`src/rtl/fft_frame_sequencer.sv`:
```
`default_nettype none
// ============================================================================
// Module   : fft_frame_sequencer
// Purpose  : Runs one recognition pass. It resets and arms the classifier,
//            starts the FFT, streams NUM_SAMPLES samples into the FFT, waits
//            for the alpha/zulu decision, reports it, then holds off before
//            it can re-arm.
// Revision : 1.0 - initial release
// ============================================================================
module fft_frame_sequencer #(
  parameter int          NUM_SAMPLES = 8192,
  parameter int          CNT_W       = 14,
  parameter int          SAMPLE_W    = 16,
  parameter logic [31:0] TIMEOUT     = 32'd1000000,
  parameter logic [23:0] HOLDOFF     = 24'd5000000
) (
  input  logic                clk,
  input  logic                rst,
  input  logic                i_arm,
  input  logic                i_auto_rearm,
  input  logic                i_smp_valid,
  input  logic [SAMPLE_W-1:0] i_smp_in,
  input  logic                i_fft_rfd,
  output logic                o_fft_start,
  output logic [SAMPLE_W-1:0] o_fft_xn_re,
  output logic                o_fft_we,
  output logic                o_clf_rst,
  output logic                o_clf_start,
  input  logic                i_clf_alpha,
  input  logic                i_clf_zulu,
  output logic                o_result_valid,
  output logic                o_result_alpha,
  output logic                o_result_zulu,
  output logic                o_busy,
  output logic                o_err_overrun,
  output logic                o_err_timeout
);

  localparam logic [2:0] c_IDLE   = 3'd0;
  localparam logic [2:0] c_CLR    = 3'd1;
  localparam logic [2:0] c_ARM    = 3'd2;
  localparam logic [2:0] c_START  = 3'd3;
  localparam logic [2:0] c_LOAD   = 3'd4;
  localparam logic [2:0] c_WAIT   = 3'd5;
  localparam logic [2:0] c_REPORT = 3'd6;
  localparam logic [2:0] c_HOLD   = 3'd7;

  localparam logic [CNT_W-1:0] c_LAST_SMP  = CNT_W'(NUM_SAMPLES - 1);
  localparam logic [31:0]      c_TO_LAST   = TIMEOUT - 32'd1;
  localparam logic [23:0]      c_HOLD_LAST = HOLDOFF - 24'd1;

  logic [2:0]       r_state;
  logic [CNT_W-1:0] r_smp_cnt;
  logic [31:0]      r_to_cnt;
  logic [23:0]      r_hold_cnt;
  logic             r_res_alpha;
  logic             r_res_zulu;
  logic             r_err_overrun;
  logic             r_err_timeout;

  logic w_load;
  logic w_accept;
  logic w_drop;
  logic w_decided;

  assign w_load    = (r_state == c_LOAD);
  assign w_accept  = w_load & i_smp_valid & i_fft_rfd;
  assign w_drop    = w_load & i_smp_valid & ~i_fft_rfd;
  assign w_decided = i_clf_alpha | i_clf_zulu;

  // Pass sequencing: state, sample/timeout/holdoff counters, results, errors.
  // The holdoff counter starts on the REPORT cycle, so the next CLR lands
  // exactly HOLDOFF cycles after the result strobe.
  always_ff @(posedge clk) begin
    if (rst) begin
      r_state       <= c_IDLE;
      r_smp_cnt     <= '0;
      r_to_cnt      <= '0;
      r_hold_cnt    <= '0;
      r_res_alpha   <= 1'b0;
      r_res_zulu    <= 1'b0;
      r_err_overrun <= 1'b0;
      r_err_timeout <= 1'b0;
    end else begin
      case (r_state)
        c_IDLE: begin
          if (i_arm) r_state <= c_CLR;
        end
        c_CLR: begin
          r_smp_cnt     <= '0;
          r_res_alpha   <= 1'b0;
          r_res_zulu    <= 1'b0;
          r_err_overrun <= 1'b0;
          r_err_timeout <= 1'b0;
          r_state       <= c_ARM;
        end
        c_ARM:   r_state <= c_START;
        c_START: r_state <= c_LOAD;
        c_LOAD: begin
          if (w_accept) begin
            if (r_smp_cnt == c_LAST_SMP) begin
              r_smp_cnt <= '0;
              r_to_cnt  <= '0;
              r_state   <= c_WAIT;
            end else begin
              r_smp_cnt <= r_smp_cnt + 1'b1;
            end
          end else if (w_drop) begin
            r_err_overrun <= 1'b1;
          end
        end
        c_WAIT: begin
          // A decision arriving on the final timeout cycle takes priority.
          if (w_decided) begin
            r_res_alpha <= i_clf_alpha;
            r_res_zulu  <= i_clf_zulu;
            r_hold_cnt  <= '0;
            r_state     <= c_REPORT;
          end else if (r_to_cnt == c_TO_LAST) begin
            r_res_alpha   <= 1'b0;
            r_res_zulu    <= 1'b0;
            r_err_timeout <= 1'b1;
            r_hold_cnt    <= '0;
            r_state       <= c_REPORT;
          end else begin
            r_to_cnt <= r_to_cnt + 32'd1;
          end
        end
        c_REPORT: begin
          r_hold_cnt <= r_hold_cnt + 24'd1;
          r_state    <= c_HOLD;
        end
        c_HOLD: begin
          if (r_hold_cnt == c_HOLD_LAST) begin
            r_state <= (i_auto_rearm | i_arm) ? c_CLR : c_IDLE;
          end else begin
            r_hold_cnt <= r_hold_cnt + 24'd1;
          end
        end
        default: r_state <= c_IDLE;
      endcase
    end
  end

  // Control pulses decode straight from the registered state; only the
  // sample pass-through and its write enable depend on live inputs.
  assign o_clf_rst      = (r_state == c_CLR);
  assign o_clf_start    = (r_state == c_ARM);
  assign o_fft_start    = (r_state == c_START);
  assign o_result_valid = (r_state == c_REPORT);
  assign o_busy         = (r_state != c_IDLE);
  assign o_fft_we       = w_accept;
  assign o_fft_xn_re    = w_accept ? i_smp_in : '0;
  assign o_result_alpha = r_res_alpha;
  assign o_result_zulu  = r_res_zulu;
  assign o_err_overrun  = r_err_overrun;
  assign o_err_timeout  = r_err_timeout;

endmodule
`default_nettype wire

```
`config.mk`:
```
export PLATFORM = sky130hd
export DESIGN_NAME = fft_frame_sequencer
export DESIGN_NICKNAME = d
export VERILOG_FILES = /design/src/rtl/fft_frame_sequencer.sv
export SDC_FILE = /design/constraint.sdc
export NUM_CORES = 1
export LEC_CHECK = 0
export BUFFER_PORTS_ARGS = -buffer_cell sky130_fd_sc_hd__buf_4
export CAP_MARGIN = 30
export CORE_ASPECT_RATIO = 1.25
export CORE_MARGIN = 3
export CORE_UTILIZATION = 26
export CTS_CLUSTER_DIAMETER = 200
export DETAILED_ROUTE_END_ITERATION = 8
export MAX_ROUTING_LAYER = met4
export PLACE_DENSITY = 0.47
export SLEW_MARGIN = 20
export SYNTH_ARGS = -nofsm -noshare
export SYNTH_HDL_FRONTEND = slang
export SYNTH_SLANG_ARGS = --single-unit
```
`constraint.sdc`:
```
create_clock -name clk -period 2.35 [get_ports clk]
set_input_delay 0.1175 -clock clk [delete_from_list [all_inputs] [get_ports clk]]
set_output_delay 0.1175 -clock clk [all_outputs]
set_load 0.005 [all_outputs]
```
======== Word-level counts from Yosys, hierarchy flattened ========
Cells that the tools add are included.
word-level totals
  register bits after elaboration ......... 77
  output and inout bits ................... 26
cells by class
  add/subtract/negate cells ............... 3
  eq/ne operators ......................... 21
  mux-type cells .......................... 32
  bitwise logic cells ..................... 6
  reductions and logical operators ........ 13
operators by type and width
  cell                     number
  $mux W32                 4
  $mux W24                 3
  $pmux W24 S3             1
  $pmux W32 S2             1
  $add A32 B1 Y32 const B  1
  $eq A32 B20 Y1 const B   1
  $mux W14                 2
  $pmux W14 S2             1
  $add A24 B1 Y24 const B  1
  $eq A24 B23 Y1 const B   1
  $pmux W3 S8              1
  $mux W3                  6
  $mux W16                 1
  $add A14 B1 Y14 const B  1
  $eq A14 B13 Y1 const B   1
  $ne A2 B2 Y1 const B     7
  $eq A3 B3 Y1 const B     4
  $reduce_and A5 Y1        2
  $reduce_and A3 Y1        3
  $mux W1                  8
  $pmux W1 S2              4
  $eq A3 B2 Y1 const B     2
  $ne A2 B1 Y1 const B     3
  $reduce_bool A2 Y1       3
  other kinds (8)          13

======== Longest topological paths before layout ========
  word-level depth ........................ 6
  gate-level depth with buffers ........... 8
  depth with buffers taken out ............ 6

======== Worst setup path after synthesis ========
Ideal clock, no wire load.
  path kind ............................... reg2reg
  from .................................... register r_to_cnt[0]
  to ...................................... register r_hold_cnt[1]
  setup time .............................. 0.072 ns
  arrival ................................. 1.976 ns
  required time ........................... 2.278 ns
  setup slack ............................. 0.302 ns
  stages on the path, launching flop included .. 8
  path through ............................ dfxtp_1 -> ha_1 -> and3_1 -> nand3_1 -> o41a_1 -> a211oi_4 -> buf_6 -> mux2i_1
between the ends
  longest elaborated chain between the ends .. 3
RTL lines
  item                         line  text
  from (decl)                  54    logic [31:0] r_to_cnt;
  from (signal assigned)       126   r_to_cnt <= r_to_cnt + 32'd1;
  $eq A32 B20 Y1               119   end else if (r_to_cnt == c_TO_LAST) begin
  $ne A3 B3 Y1 (no line)       -
  $reduce_and A3 Y1 (no line)  -
  to (signal assigned)         130   r_hold_cnt <= r_hold_cnt + 24'd1;
  to (signal assigned)         137   r_hold_cnt <= r_hold_cnt + 24'd1;
  to (decl)                    55    logic [23:0] r_hold_cnt;
Every way passes these cells.
A chain may end at the register's enable or synchronous reset.

======== Worst setup path in the final report ========
  from .................................... register r_to_cnt[0]
  to ...................................... register r_hold_cnt[21]
The elaborated chain is that of the path after synthesis.

==> flow_summary_export.csv <==
group,metric,value,unit
run_status,status,"complete, no violations",
grt,track_usage,14.0,%
yosys,synth.most_common_cell,"dfxtp_1",
clock_network,cts_sinks,77,
run,cap_violations,0,
finish,final_util,33.8,%
clock_network,cts_tree,"yes",
yosys,ys_types,63,
yosys,synth_top_area_cell,"dfxtp_1",
sta,worst_slew_pin_slew,0.472,ns
clock_network,postCtsHoldBufs,0,
yosys,synth.avg_cell_area,8.31,um^2
pwr,power.total,2.94,mW
detailed_routing,vias,4363,
pwr,p_leak,2.12,nW
finish,finalNetCount,621,
worst_setup_path,crit_fanout,12,
detailed_routing,ant_nets,0,
grt,grt_pass1_wl,20.4,mm
yosys,dominantRegCellSynth,"dfxtp_1",
worst_setup_path,crit_path_start_kind,"register",
finish,layout-area-overhead-vs-synth,25.9,%
worst_setup_path,crit_path_end_kind,"register",
die,num_rows,52,
place,gp_congestion,0.803,
die,ios,50,
sta,fin_crit_sh,95.7,%
clock_network,clk_pin_slew,0.06,ns
yosys,yosys-top-cells-area,"dfxtp_1, a211o_1, and3_1",
yosys,yosys.area.top_type_share,35.0,%
detailed_routing,routed_via_density,5.35,
detailed_routing,wire_per_inst,15.5,um
sta,tns,0,ns
yosys,synth_fp_nets,557,
clock_network,cts_max_path_buffers,2,
worst_setup_path,crit_type,"register to register",
clock_network,cts.htree.levels,3,
worst_setup_path,crit_required,2.56,ns
yosys,yosysWarnings,0,
detailed_routing,firstDrtPassIters,4,
sta,skew,0.00835,ns
clock_network,insertion_delay,0.34,ns
grt,grt_pass1_vias,4183,
sta,fmax,0.445,GHz
place,place_inst,796,
grt,globalRouteOverflowTotal,0,
yosys,synth-seq-area-share,35.0,%
pwr,irDropWorstVdd,0.360,mV
sta,slew_viol_final,0,
sta,min_period,2.25,ns
grt,antenna_found_initial,0,
pwr,power.density,531,mW/mm^2
worst_setup_path,r2r_slack,0.10,ns
worst_setup_path,crit_arrival,2.46,ns
grt,grt_max_degree,32,
hold_path,min_path_type,"input pin to register",
sta,max_slew_margin,68.4,%
clock_network,cts-root-buf,"clkbuf_16",
finish,drive_above_1_share,20.0,%
die,core_area,0.0164,mm^2
yosys,synth_commonest_cells,"dfxtp_1, nand2_1, nand3_1",
yosys,syn_area,0.00441,mm^2
sta,rsz0062_at_grt,"false",
sta,hold_viol,0,
yosys,synth_edf_count,0,
die,die_w,122,um
finish,fin_cells,815,
die,initial_core_util,26.9,%
place,dp_hpwl,8.89,mm
detailed_routing,drt-total-wl,12.7,mm
finish,insertedDiodeCount,0,
detailed_routing,dr.first_iter.drc_count,332,
place,portBuffers,49,
die,die-height,152,um
yosys,synth-seq-cells,77,
yosys,synthArstFlopShare,0,%
die,fp.dieArea,0.0186,mm^2
detailed_routing,drc,0,
sta,finalSetupViolCount,0,
yosys,syn_inst,530,
clock_network,cts_buffers,9,
stage by stage:
step                setup slack, ns  hold WS, ns  cell area [um^2]
CTS                          0.0613       0.0403              5470
finish                        0.101       0.0422              5550
global placement              0.158        0.397              5170
global route                 0.0147       0.0566              5550
floorplan                     0.302        0.248              4410
detailed placement           0.0888        0.394              5170
layout by cell type, fill, tap and decap left out, types with 4 or more instances in the layout:
| master | netlist | routed |
|---|---|---|
| o21ai_0 | 12 | 12 |
| buf_4 | 2 | 76 |
| a311oi_1 | 6 | 6 |
| dfxtp_1 | 77 | 74 |
| clkbuf_16 | 0 | 11 |
| nor4_1 | 24 | 24 |
| and2_1 | 23 | 23 |
| and4_1 | 10 | 10 |
| a211oi_1 | 4 | 4 |
| a211o_1 | 24 | 24 |
| xor2_1 | 10 | 10 |
| nor2_1 | 36 | 36 |
| or4_1 | 5 | 5 |
| nand2_1 | 42 | 42 |
| nor3_1 | 11 | 11 |
| a21oi_1 | 9 | 9 |
| nand3b_1 | 4 | 4 |
| inv_1 | 19 | 19 |
| xnor2_1 | 11 | 11 |
| a31oi_1 | 5 | 5 |
| and3_1 | 31 | 30 |
| or3_1 | 8 | 8 |
| nand3_1 | 38 | 37 |
| nand4_1 | 25 | 25 |
| o32ai_1 | 12 | 12 |
critical path, cell delays in order, from the launching register on:
cell and delay, ns:
dfxtp_2 0.36, ha_2 0.20, and3_2 0.24, nand3_2 0.14, o41a_1 0.53, a211oi_4 0.24
buf_6 0.16, clkbuf_16 0.16, a311oi_1 0.08
cells by family after synthesis:
family / after synthesis / synth area share, %
compound gates: 97 / 17.7
xor+xnor: 21 / 4.17
fa+ha+maj: 3 / 0.852
buf+inv: 50 / 4.91
flops: 77 / 35.0
mux: 2 / 0.483
simple gates: 280 / 36.9
registers in the layout, summed over array words and instances (netlist names):
register and flops:
o_err_overrun 1, o_err_timeout 1, o_result_alpha 1, o_result_zulu 1, r_hold_cnt 24, r_smp_cnt 14, r_state 3, r_to_cnt 32
final timing paths:
kind                  from             end  cells past startpoint
max reg2reg    r_to_cnt[0]  r_hold_cnt[21]                      8
min reg2reg  r_hold_cnt[0]   r_hold_cnt[0]                      2
min             i_clf_zulu   o_result_zulu                      3
max            r_to_cnt[0]  r_hold_cnt[21]                      8
metal layers:
metal | up-vias | track usage (%) | wire length [um]
li1 | 2142 | - | -
met1 | 2111 | 16.9 | 5710
met2 | 97 | 23.5 | 6120
met3 | 13 | 2.71 | 652
met4 | 0 | 4.43 | 170
met5 | - | - | 0
area by class of cell:
cell class / instances / area [um^2]
repair buffers: 83 / 703
clock inverters: 6 / 63.8
flip-flops and latches: 77 / 1550
well taps: 216 / 270
multi-input cells: 403 / 2660
inverters: 20 / 75.1
clock buffers: 10 / 229
fillers: 1722 / 10800
what timing repair did:
item	CTS	global route
setup buffers	0	1
setup endpoints to repair	0	29
resized for setup	0	10
where the power goes:
part	total, mW	internal [mW]	switching, mW
sequential	1.32	1.31	0.00394
combinational	0.235	0.101	0.134
clock	1.39	0.821	0.572
total	2.94	2.23	0.710
Power figures use the tool's default switching activity.
